## config.mk

```make
export PLATFORM = sky130hd
export DESIGN_NAME = exe_muldiv_unit
export DESIGN_NICKNAME = d
export VERILOG_FILES = /design/src/rtl/exe_muldiv_unit.sv
export SDC_FILE = /design/constraint.sdc
export NUM_CORES = 1
export LEC_CHECK = 0
export CORE_ASPECT_RATIO = 1.75
export CORE_MARGIN = 2
export CORE_UTILIZATION = 50
export DETAILED_ROUTE_END_ITERATION = 10
export PLACE_DENSITY = 0.72
export SYNTH_ARGS = -nofsm -noshare
export SYNTH_HDL_FRONTEND = slang
export SYNTH_SLANG_ARGS = --single-unit
export TNS_END_PERCENT = 100
```

## constraint.sdc

```tcl
create_clock -name clk -period 5.9 [get_ports clk]
set_input_delay 1.18 -clock clk [delete_from_list [all_inputs] [get_ports clk]]
set_output_delay 1.18 -clock clk [all_outputs]
set_load 0.01 [all_outputs]
```

## src/rtl/exe_muldiv_unit.sv

```systemverilog
// exe_muldiv_unit: iterative signed multiply/divide unit for the EXE stage.
// Runs one shift-add (MUL/MULH) or restoring shift-subtract (DIV/REM) step per
// cycle on operand magnitudes, then applies the sign correction in a FIX cycle.
// Sequence: IDLE -> CALC (WIDTH cycles) -> FIX -> DONE -> IDLE.
//
// Ports:
//   clk, rst          clock, asynchronous active-low reset
//   branch_taken      flush: aborts an operation in CALC/FIX and blocks accept in IDLE
//   start, op         request and operation (00 MUL, 01 MULH, 10 DIV, 11 REM)
//   src_a, src_b      operand A / dividend, operand B / divisor
//   dest_in           destination register tag
//   stall_out         combinational hold for ID/EXE and upstream stages
//   busy              registered, high in CALC and FIX
//   done, wb_en       one-cycle result-valid / write-back pulse
//   dest, result      destination tag and result word, held until the next result
//
// Build option: define MULDIV_EARLY_OUT_EN to send zero-operand cases straight
// from IDLE to DONE. Without it every operation takes WIDTH+3 cycles.
module exe_muldiv_unit #(
  parameter int unsigned WIDTH = 32
) (
  input  logic             clk,
  input  logic             rst,
  input  logic             branch_taken,
  input  logic             start,
  input  logic [1:0]       op,
  input  logic [WIDTH-1:0] src_a,
  input  logic [WIDTH-1:0] src_b,
  input  logic [4:0]       dest_in,
  output logic             stall_out,
  output logic             busy,
  output logic             done,
  output logic             wb_en,
  output logic [4:0]       dest,
  output logic [WIDTH-1:0] result
);

  localparam int unsigned CNT_W = $clog2(WIDTH) + 1;
  localparam int unsigned PW    = 2 * WIDTH;

  typedef enum logic [1:0] {
    S_IDLE = 2'd0,
    S_CALC = 2'd1,
    S_FIX  = 2'd2,
    S_DONE = 2'd3
  } state_t;

  state_t             r_state;
  logic               r_busy;
  logic               r_done;
  logic [4:0]         r_dest;
  logic [4:0]         r_dest_lat;
  logic [WIDTH-1:0]   r_result;
  logic [CNT_W-1:0]   r_cnt;
  logic [1:0]         r_op;
  logic               r_sign_a;
  logic               r_sign_b;
  logic [WIDTH-1:0]   r_hi;   // product high word / partial remainder
  logic [WIDTH-1:0]   r_lo;   // multiplier then product low / dividend then quotient
  logic [WIDTH-1:0]   r_b;    // |src_b|: multiplicand or divisor

  logic [WIDTH-1:0]   w_abs_a;
  logic [WIDTH-1:0]   w_abs_b;
  logic [WIDTH:0]     w_msum;
  logic [WIDTH:0]     w_dshift;
  logic [WIDTH:0]     w_dtrial;
  logic               w_dneg;
  logic [PW-1:0]      w_prod;
  logic [PW-1:0]      w_prod_s;
  logic [WIDTH-1:0]   w_quo_s;
  logic [WIDTH-1:0]   w_rem_s;
  logic               w_bzero;
  logic [WIDTH-1:0]   w_fix_result;
  logic               w_early;
  logic [WIDTH-1:0]   w_early_result;

  // Operand magnitudes; the most negative value maps onto itself, which is
  // exactly 2^(WIDTH-1) when read as unsigned.
  assign w_abs_a = src_a[WIDTH-1] ? (~src_a + WIDTH'(1)) : src_a;
  assign w_abs_b = src_b[WIDTH-1] ? (~src_b + WIDTH'(1)) : src_b;

  // Shift-add step: add multiplicand into the high word when the multiplier LSB is set.
  assign w_msum = {1'b0, r_hi} + (r_lo[0] ? {1'b0, r_b} : {(WIDTH+1){1'b0}});

  // Restoring divide step: bring in the next dividend bit, try to subtract.
  assign w_dshift = {r_hi, r_lo[WIDTH-1]};
  assign w_dtrial = w_dshift - {1'b0, r_b};
  assign w_dneg   = w_dtrial[WIDTH];

  // Sign correction and result-word selection for the FIX cycle.
  assign w_prod   = {r_hi, r_lo};
  assign w_prod_s = (r_sign_a ^ r_sign_b) ? (~w_prod + PW'(1)) : w_prod;
  assign w_quo_s  = (r_sign_a ^ r_sign_b) ? (~r_lo + WIDTH'(1)) : r_lo;
  assign w_rem_s  = r_sign_a ? (~r_hi + WIDTH'(1)) : r_hi;
  assign w_bzero  = (r_b == '0);

  // A zero divisor leaves |a| as remainder, so REM needs no special case;
  // only the quotient is forced to all ones.
  always_comb begin
    w_fix_result = '0;
    case (r_op)
      2'b00:   w_fix_result = w_prod_s[WIDTH-1:0];
      2'b01:   w_fix_result = w_prod_s[PW-1:WIDTH];
      2'b10:   w_fix_result = w_bzero ? '1 : w_quo_s;
      default: w_fix_result = w_rem_s;
    endcase
  end

`ifdef MULDIV_EARLY_OUT_EN
  // Zero-operand shortcut, evaluated on the raw inputs in the accept cycle.
  always_comb begin
    w_early        = 1'b0;
    w_early_result = '0;
    if (!op[1]) begin
      w_early = (src_a == '0) || (src_b == '0);
    end else if (src_b == '0) begin
      w_early        = 1'b1;
      w_early_result = op[0] ? src_a : '1;
    end else begin
      w_early = (src_a == '0);
    end
  end
`else
  assign w_early        = 1'b0;
  assign w_early_result = '0;
`endif

  // Control FSM and datapath registers.
  always_ff @(posedge clk or negedge rst) begin
    if (!rst) begin
      r_state    <= S_IDLE;
      r_busy     <= 1'b0;
      r_done     <= 1'b0;
      r_dest     <= '0;
      r_dest_lat <= '0;
      r_result   <= '0;
      r_cnt      <= '0;
      r_op       <= '0;
      r_sign_a   <= 1'b0;
      r_sign_b   <= 1'b0;
      r_hi       <= '0;
      r_lo       <= '0;
      r_b        <= '0;
    end else begin
      r_done <= 1'b0;
      case (r_state)
        S_IDLE: begin
          if (start && !branch_taken) begin
            r_op       <= op;
            r_sign_a   <= src_a[WIDTH-1];
            r_sign_b   <= src_b[WIDTH-1];
            r_lo       <= w_abs_a;
            r_b        <= w_abs_b;
            r_hi       <= '0;
            r_cnt      <= '0;
            r_dest_lat <= dest_in;
            if (w_early) begin
              r_result <= w_early_result;
              r_dest   <= dest_in;
              r_state  <= S_DONE;
            end else begin
              r_busy  <= 1'b1;
              r_state <= S_CALC;
            end
          end
        end
        S_CALC: begin
          if (branch_taken) begin
            r_busy  <= 1'b0;
            r_state <= S_IDLE;
          end else begin
            if (r_op[1]) begin
              r_hi <= w_dneg ? w_dshift[WIDTH-1:0] : w_dtrial[WIDTH-1:0];
              r_lo <= {r_lo[WIDTH-2:0], ~w_dneg};
            end else begin
              r_hi <= w_msum[WIDTH:1];
              r_lo <= {w_msum[0], r_lo[WIDTH-1:1]};
            end
            r_cnt <= r_cnt + CNT_W'(1);
            if (r_cnt == CNT_W'(WIDTH - 1)) begin
              r_state <= S_FIX;
            end
          end
        end
        S_FIX: begin
          r_busy <= 1'b0;
          if (branch_taken) begin
            r_state <= S_IDLE;
          end else begin
            r_result <= w_fix_result;
            r_dest   <= r_dest_lat;
            r_state  <= S_DONE;
          end
        end
        S_DONE: begin
          // A flush here does not cancel the pulse; the flushed stage drops it.
          r_done  <= 1'b1;
          r_state <= S_IDLE;
        end
        default: begin
          r_busy  <= 1'b0;
          r_state <= S_IDLE;
        end
      endcase
    end
  end

  // Stall covers the accept cycle too, so ID/EXE holds the operands being latched.
  assign stall_out = r_busy | (start & (r_state == S_IDLE));
  assign busy      = r_busy;
  assign done      = r_done;
  assign wb_en     = r_done;
  assign dest      = r_dest;
  assign result    = r_result;

endmodule

```

==> impl_metrics.py, run 1 <==
metrics = {
    "critical_path": {
        "cp.arrival_ns": 4.78,
        "crit_fanout": 17,
        "cp_cell_sequence": "inv_1 -> ha_1 -> fa_1 -> nand2b_1 -> a21oi_1 -> o41a_1 -> a311oi_1 -> nor4b_1 -> o21a_1 -> xor2_4 -> buf_4 -> mux2_2 -> a22oi_1 -> o21ai_0",
        "worstSetupEndpointType": "register",
        "critPathSlowestCell": "a311oi_1",
        "path_buf_inv": 2,
        "worstPathRequired_ns": 6.23,
        "critPathLaunchType": "register",
        "cp_top_family": "compound AO/OA/AOI/OAI gates",
        "cp_slowest_stage_delay_ns": 0.70,
        "crit_type": "reg2reg",
    },
    "synthesis": {
        "avgSynthCellArea_um2": 7.94,
        "synthCells": 1724,
        "seq_area_frac_synth_pct": 27.8,
        "ys_types": 74,
        "synth.cell_area_mm2": 0.0137,
        "ys_async_sr_fraction_pct": 100,
        "synth_edf_count": 0,
        "yosysWarnings": 0,
        "synth_ff_type": "dfrtp_1",
        "synth_nets": 1874,
        "ys_ff_latch": 152,
    },
    "sta": {
        "timing.fmax_mhz": 225,
        "setup_violations": 0,
        "rsz0062_at_grt": "no",
        "skew_ns": 0.00836,
        "worst_pin_slew_ns": 1.06,
        "slew_headroom_pct": 28.6,
        "hold_viol": 0,
        "post-route-min-period_ns": 4.45,
        "setup_tns_ns": 0,
        "period_share_pct": 75.4,
        "drv_slew": 0,
    },
    "cts": {
        "insertion_delay_ns": 0.46,
        "cts.htree.levels": 4,
        "clockBufferDepth": 2,
        "cts_root_buffer": "clkbuf_16",
        "cts-buffers-inserted": 17,
        "cts_hold_buf": 0,
        "cts_tree": "done",
        "clkSinkCount": 152,
        "clkTransAtPathRegs_ns": 0.07,
        "cts_setup_buffers": 0,
        "cts_resized": 0,
    },
    "drt": {
        "via_per_inst": 5.99,
        "ant_nets": 0,
        "wl_per_cell_um": 19.9,
        "drt-initial-drc-count": 899,
        "drc": 0,
        "vias": 13000,
        "drt_wl_total_um": 43000,
        "drtPass1Iterations": 5,
    },
    "power_and_ir_drop": {
        "total_leakage_power_nw": 6.92,
        "vdd_ir_drop_max_v": 0.000301,
        "powerDensity_mw_per_mm2": 559,
    },
    "hold_path": {
        "hp-class": "reg2reg",
    },
    "global_routing": {
        "grt_usage_pct": 30.4,
        "grt_pass1_wl_um": 68000,
        "grt.overflow.total": 0,
        "grt_pass1_vias": 13000,
        "grt_max_degree": 82,
        "antenna_found_initial": 0,
    },
    "cells_and_area": {
        "drive_gt1_share_pct": 6.29,
        "areaGrowthSynthToFinish_pct": 15.4,
        "final.fill_count": 2506,
        "final_cell_area_mm2": 0.0158,
        "mostFrequentLayoutCell": "nand2_1",
        "n_antenna_cell": 0,
        "layout_common_cells": "nand2_1 (224), o21ai_0 (200), dfrtp_1 (151)",
        "multiInputGateArea_mm2": 0.00927,
        "regArea_mm2": 0.00380,
        "final_net_count": 1933,
    },
    "placed_design": {
        "dpl.hpwl_um": 33000,
        "place_area_mm2": 0.0152,
        "io_buffers": 115,
        "place.gp.congestion": 0.978,
    },
    "floorplan": {
        "core_mm2": 0.0271,
        "placementRows": 80,
        "die_h_um": 223,
        "die-area_mm2": 0.0288,
        "io_pins": 116,
        "die_w_um": 129,
        "start_util_pct": 50.5,
    },
    "run_status": {
        "status": "complete, no violations",
    },
    "flow_run": {
        "drv_cap": 0,
    },
}
synth_stat cells, types with 6 or more instances:
cell | instances | share of area (%)
nand2_1 | 224 | 6.1
o21ai_0 | 200 | 7.3
dfrtp_1 | 152 | 28
xnor2_1 | 109 | 7.0
a21oi_1 | 106 | 3.9
nor2_1 | 105 | 2.9
xor2_1 | 87 | 5.6
clkbuf_1 | 86 | 2.4
ha_1 | 73 | 6.7
inv_1 | 59 | 1.6
mux2i_1 | 53 | 3.9
a21o_1 | 43 | 2.4
o31ai_1 | 33 | 1.8
nor3_1 | 30 | 1.1
or3_1 | 29 | 1.3
a221oi_1 | 27 | 1.7
nand3_1 | 24 | 0.88
a31oi_1 | 23 | 1.1
a22oi_1 | 22 | 1.2
nor4_1 | 21 | 0.96
nand2b_1 | 18 | 0.82
mux2_2 | 15 | 1.2
nand4_1 | 15 | 0.69
nor2b_1 | 13 | 0.59
or4_1 | 11 | 0.60
a211oi_1 | 9 | 0.49
o211ai_1 | 9 | 0.49
o41ai_1 | 9 | 0.58
buf_1 | 8 | 0.22
o21a_1 | 8 | 0.44
o21bai_1 | 8 | 0.44
or2_2 | 8 | 0.37
and3_1 | 7 | 0.32
nand3b_1 | 6 | 0.33
cell families (layout without fill, tap and decap cells):
group / after synthesis / in the layout / synth area share, %
AOI/OAI and AO/OA: 533 / 533 / 24.2
buffers and inverters: 163 / 235 / 4.75
and+or+nand+nor: 537 / 537 / 18.7
muxes: 68 / 68 / 5.11
adders and majority gates: 75 / 75 / 6.96
xor gates and xnor gates: 196 / 196 / 12.5
DFF: 152 / 152 / 27.8
power breakdown:
part	internal, mW	switching, mW	leakage [nW]
sequential	1.36	0.574	1.98
clock	0.715	0.489	0.301
combinational	2.28	3.40	4.64
total	4.36	4.46	6.92
final cells by class:
type / instances / share of cell area, %
Inverter: 59 / 1.40
Clock buffer: 17 / 2.69
Timing Repair Buffer: 144 / 8.83
Clock inverter: 15 / 1.35
Tap cell: 369 / 2.92
Multi-Input combinational cell: 1409 / 58.7
Sequential cell: 152 / 24.1
stage by stage:
step	setup WS (ns)	power [mW]	util, %	instances	hold WS, ns
floorplan	1.99	5.95	-	1724	0.433
global placement	1.39	7.42	55.9	2133	0.440
detailed placement	1.38	7.51	55.9	2133	0.451
CTS	1.54	8.75	58.2	2165	0.461
global route	1.22	9.48	58.2	2165	0.469
finish	1.45	8.82	58.2	2165	0.461
final timing paths:
check	startpoint	end	slack, ns	depth (start not counted)
worst min-delay path	r_dest_lat[1]	dest[1]	0.46	2
min in group asynchronous	rst	result[12]	0.72	1
worst max register to register	r_lo[31]	r_hi[12]	1.45	14
worst min register to register	r_dest_lat[1]	dest[1]	0.46	2
max in group asynchronous	rst	r_op[1]	4.28	2
worst max-delay path	r_lo[31]	r_hi[12]	1.45	14
sequential cells by signal, summed over array words and instances, names as in the netlist:
signal,cells
busy,1
dest,5
done,1
r_b,32
r_cnt,6
r_dest_lat,5
r_hi,32
r_lo,32
r_op,2
r_sign_a,1
r_sign_b,1
r_state,2
result,32
tightest hold or removal path, cell delays in order, from the launching register on:
cell and delay, ns:
dfrtp_1 0.34, nand2_1 0.05, nand2_1 0.05
per-layer routing:
metal	vias to the layer above	part of all wire, %	GRT usage, %
met5	-	0	0
met4	0	6.3	18.0
met1	6188	37	32.5
met3	116	3.1	3.96
li1	6304	-	-
met2	364	53	55.7
Note: power is estimated with default switching activity, not from simulation.
==> inputs of run 2 (changes only) <==
Settings changed: PLACE_DENSITY 0.72 to 0.75.
Clock period 5.9 ns to 3.65 ns, I/O delays scaled along.
==> run 2 against run 1 <==
  * Core utilization rose by 5.2 points
  * Die area is the same
  * Worst setup slack worse by 1.4 ns
  * Clock-buffer cell count grew 1
  * Flip-flop and latch count is the same
  * Via count up 7.9%
  * Sequential power rose by 45%
  * Wire length up 5.4%
  * Final cell count up 8.1%
  * Register-to-register slack got worse by 1.4 ns
  * Critical path depth is 2 lower
  * Largest cell class unchanged
  * Largest power group unchanged
  * Highest routed layer is now met5
==> impl_metrics.py, run 2 (synthesis results as in run 1) <==
metrics = {
    "sta": {
        "post-route-min-period_ns": 3.59,
        "skew_ns": 0.0128,
        "period_share_pct": 98.4,
        "slew_headroom_pct": 23.9,
        "fin_hold_ws_ns": 0.276,
        "worst_pin_slew_ns": 1.14,
        "setup_violations": 0,
        "drv_slew": 0,
        "hold_viol": 0,
        "setup_tns_ns": 0,
        "timing.fmax_mhz": 279,
    },
    "cells_and_area": {
        "final_util_pct": 63.4,
        "final_cell_area_mm2": 0.0172,
        "n_antenna_cell": 0,
        "areaGrowthSynthToFinish_pct": 25.7,
        "final_net_count": 2109,
        "fin_cells": 2341,
        "drive_gt1_share_pct": 15.6,
        "layout_common_cells": "nand2_1 (224), buf_4 (199), o21ai_0 (197)",
        "mostFrequentLayoutCell": "nand2_1",
    },
    "cts": {
        "insertion_delay_ns": 0.46,
        "cts_tree": "done",
        "cts-buffers-inserted": 17,
        "clkTransAtPathRegs_ns": 0.07,
        "clkSinkCount": 152,
        "clockBufferDepth": 2,
        "cts_root_buffer": "clkbuf_16",
        "cts.htree.levels": 4,
        "cts_hold_buf": 0,
    },
    "run_status": {
        "status": "complete, no violations",
    },
    "drt": {
        "via_per_inst": 5.98,
        "drt-initial-drc-count": 1018,
        "vias": 14000,
        "drtPass1Iterations": 5,
        "drc": 0,
        "wl_per_cell_um": 19.4,
        "drt_wl_total_um": 45400,
        "ant_nets": 0,
    },
    "flow_run": {
        "drv_cap": 0,
    },
    "critical_path": {
        "worstPathRequired_ns": 3.98,
        "crit_fanout": 6,
        "crit_start": "r_lo[0]",
        "reg2reg_depth": 12,
        "reg2reg_slack_ns": 0.06,
        "critPathLaunchType": "register",
        "cp.arrival_ns": 3.92,
        "crit_type": "reg2reg",
        "reg2reg_from": "r_lo[0]",
        "worstSetupEndpointType": "register",
        "r2r-end": "result[21]",
    },
    "hold_path": {
        "hp-class": "in2async",
    },
    "floorplan": {
        "start_util_pct": 50.5,
        "placementRows": 80,
        "die-area_mm2": 0.0288,
        "die_h_um": 223,
        "core_mm2": 0.0271,
        "io_pins": 116,
        "die_w_um": 129,
    },
    "placed_design": {
        "place.gp.congestion": 1.02,
        "place_area_mm2": 0.0164,
        "dpl.hpwl_um": 35600,
        "io_buffers": 115,
        "dp_cells": 2304,
    },
    "power_and_ir_drop": {
        "total_leakage_power_nw": 7.83,
        "vdd_ir_drop_max_v": 0.000415,
        "powerDensity_mw_per_mm2": 916,
    },
    "global_routing": {
        "grt_max_degree": 74,
        "antenna_found_initial": 1,
        "grt.overflow.total": 0,
        "grt_usage_pct": 32.1,
        "grt_pass1_wl_um": 72200,
        "grt_pass1_vias": 14200,
    },
}
==> run 2: cell types whose count changed in the layout (fill, tap and decap cells not counted), sizes merged <==
cell | before | now
buf | 30 | 206
bufinv | 4 | 1
clkbuf | 17 | 18
clkdlybuf4s50 | 114 | 112
clkinvlp | 3 | 1
dlymetal6s2s | 0 | 2
inv | 64 | 68
==> run 2: layout make-up <==
type	instances	area (um^2)
fill	2407	9920
clock inverter	14	150
timing repair buffer	320	2750
inverter	59	224
multi-input combinational	1409	9380
clock buffer	18	439
tap	369	462
sequential	152	3800
==> run 2: what timing repair did <==
action | in CTS | in global routing
buffers inserted | 2 | 3
pin swaps | 2 | 10
resized for setup | 4 | 27
setup endpoints to repair | 21 | 32
==> run 2: critical path, stage by stage, from the launching register on <==
cell and delay [ns]:
dfrtp_1 0.43, buf_4 0.19, or4_1 0.46, or3_1 0.42
buf_4 0.20, nor2_2 0.12, nand2_1 0.17, nor3_1 0.52
a21oi_1 0.16, xor2_1 0.17, a221oi_1 0.34, buf_4 0.20
o21ai_0 0.09
==> run 2: per-stage QoR <==
stage / total power [mW] / worst slack, ns
finish: 15.8 / 0.0598
global route: 16.9 / -0.00604
CTS: 15.4 / 0.0131
detailed placement: 13.5 / -0.394
global placement: 13.3 / -0.437
floorplan: 9.61 / 0.0874
==> run 2: report_power, final <==
part	internal, mW	switching, mW	total (mW)	leakage (nW)
sequential	2.21	0.608	2.82	1.98
combinational	4.84	6.30	11.1	5.56
clock	0.985	0.830	1.82	0.289
total	8.03	7.73	15.8	7.83
==> run 2: worst max-delay path by stage <==
stage          depth (start not counted)          to  slack [ns]
3_3_place_gp                          13    r_lo[31]       -0.44
3_5_place_dp                          13    r_lo[31]       -0.39
4_1_cts                               15    r_hi[31]        0.01
6_report                              12  result[21]        0.06
5_1_grt                               15    r_hi[31]      -0.006
2_1_floorplan                         14    r_hi[11]        0.09
==> run 2: metal layers <==
layer  up-vias  GRT usage (%)  routed length, um
met5         -              0                 13
met4         2           25.5               4180
met3       210           4.63               1820
met2       472           56.8              23100
met1      6637           33.1              16300
li1       6676              -                  -
==> inputs of run 3 (changes only) <==
Settings changed: CORE_MARGIN 2 to not set, RECOVER_POWER set to 100.
Clock period 3.65 ns to 2.9 ns, I/O delays scaled along.
==> run 3 against run 2 <==
  * The flow now finishes with violations (negative setup slack)
  * Highest routed layer unchanged
  * First-iteration DRC count is 5.5% higher
  * Largest power group unchanged
  * Largest cell class unchanged
  * Die area is 2.4% lower
  * Combinational power is 59% higher
  * Wire length is 15% higher
==> impl_metrics.py, run 3 (synthesis results as in run 1) <==
metrics = {
    "run_status": {
        "status": "finished, violations left",
        "violations": "negative setup slack",
    },
    "critical_path": {
        "critPathLaunchType": "register",
        "worstPathRequired_ns": 3.24,
        "crit_fanout": 6,
        "crit_type": "reg2reg",
        "worstSetupEndpointType": "register",
        "cp.arrival_ns": 3.77,
    },
    "cells_and_area": {
        "drive_gt1_share_pct": 28.3,
        "mostFrequentLayoutCell": "buf_4",
        "layout_common_cells": "buf_4 (409), nand2_1 (220), o21ai_0 (151)",
        "areaGrowthSynthToFinish_pct": 42.7,
        "fin_cells": 2571,
        "final.fill_count": 2070,
        "n_antenna_cell": 0,
        "final_net_count": 2344,
    },
    "hold_path": {
        "hp-class": "in2async",
    },
    "placed_design": {
        "dp_cells": 2522,
        "dpl.hpwl_um": 39700,
        "io_buffers": 115,
        "place.gp.congestion": 1.01,
        "preCtsSetupSlack_ns": -0.977,
    },
    "sta": {
        "skew_ns": 0.0138,
        "setup_violations": 63,
        "hold_viol": 0,
        "rsz0062_at_grt": "yes",
        "drv_slew": 0,
        "post-route-min-period_ns": 3.44,
        "timing.fmax_mhz": 291,
        "worst_pin_slew_ns": 1.39,
        "slew_headroom_pct": 7.21,
        "finalWorstSetupSlack_ns": -0.535,
        "fin_hold_ws_ns": 0.377,
        "setup_tns_ns": -17.93,
        "period_share_pct": 118,
    },
    "drt": {
        "ant_nets": 0,
        "wl_per_cell_um": 20.3,
        "drt_wl_total_um": 52100,
        "drtPass1Iterations": 5,
        "drt-initial-drc-count": 1074,
        "vias": 15300,
        "via_per_inst": 5.96,
        "drc": 0,
    },
    "cts": {
        "cts-buffers-inserted": 17,
        "insertion_delay_ns": 0.47,
        "clkSinkCount": 152,
        "cts_tree": "done",
        "cts.htree.levels": 4,
        "cts_root_buffer": "clkbuf_16",
        "clkTransAtPathRegs_ns": 0.07,
        "clockBufferDepth": 2,
    },
    "floorplan": {
        "core_mm2": 0.0268,
        "die_h_um": 221,
        "placementRows": 79,
        "io_pins": 116,
        "die-area_mm2": 0.0281,
        "start_util_pct": 51.1,
        "die_w_um": 127,
    },
    "global_routing": {
        "antenna_found_initial": 3,
        "grt_pass1_vias": 15800,
        "grt_pass1_wl_um": 81300,
        "grt_usage_pct": 37.7,
        "grt_max_degree": 68,
        "grt.overflow.total": 0,
    },
    "flow_run": {
        "drv_cap": 0,
    },
    "power_and_ir_drop": {
        "powerDensity_mw_per_mm2": 1190,
        "finalPower_mw": 23.3,
        "vdd_ir_drop_max_v": 0.000783,
        "total_leakage_power_nw": 9.25,
    },
}
==> run 3: cell count changes in the layout (fill, tap and decap cells not counted), moves of 41 or more <==
cell and delta:
clkdlybuf4s50_1 -49, o21ai_0 -46, dlygate4sd3_1 +41, buf_4 +210, o21ai_1 +42
==> run 3: stage by stage <==
stage          utilization (%)  instance area (um^2)
6_report                  72.9                 19500
5_1_grt                   72.9                 19500
4_1_cts                   71.9                 19300
3_5_place_dp              68.3                 18300
3_3_place_gp              68.3                 18300
2_1_floorplan                -                 13900
==> run 3: final cells by class <==
type,count,area (um^2),share of cell area [%]
Sequential cell,152,3810,19.5
Timing Repair Buffer,555,4580,23.5
Clock inverter,14,139,0.711
Multi-Input combinational cell,1409,9890,50.6
Inverter,59,224,1.15
Tap cell,364,455,2.33
Clock buffer,18,439,2.25
==> run 3: layer usage <==
layer  routed length (um)  global-route usage [%]  vias to the layer above
met3                 2620                    7.66                      274
met2                26800                    67.5                      582
li1                     -                       -                     7158
met5                   46                       0                        -
met1                17400                    35.8                     7298
met4                 5210                    33.4                        6
==> run 3: worst paths after layout <==
check	cells after the start	endpoint	slack, ns	startpoint
max	15	r_hi[15]	-0.54	r_b[0]
min	1	r_lo[11]	0.38	rst
max reg2reg	15	r_hi[15]	-0.54	r_b[0]
min reg2reg	2	dest[3]	0.47	r_dest_lat[3]
max in group asynchronous	2	r_b[1]	0.52	rst
min in group clk	2	dest[3]	0.47	r_dest_lat[3]
==> run 3: critical path: stages (launching register included) <==
cell and delay, ns:
dfrtp_1 0.44, ha_4 0.19, fa_2 0.35, nand2b_4 0.16, a21oi_4 0.14, o41a_1 0.26, a311oi_4 0.16, nor4b_2 0.23
buf_4 0.18, o21a_4 0.16, xor2_4 0.17, buf_12 0.15, buf_12 0.15, mux2_4 0.31, a211oi_2 0.17, nor3_1 0.07
==> run 3: power breakdown <==
group | internal, mW | switching, mW
clock network | 1.22 | 1.05
registers | 2.79 | 0.609
logic | 8.21 | 9.41
==> run 3: repair_timing <==
action,in CTS,in global routing
cloned,1,1
buffers inserted,6,10
setup endpoints to repair,83,85
pin swaps,32,26
resized for setup,97,74
hold buffers,0,0
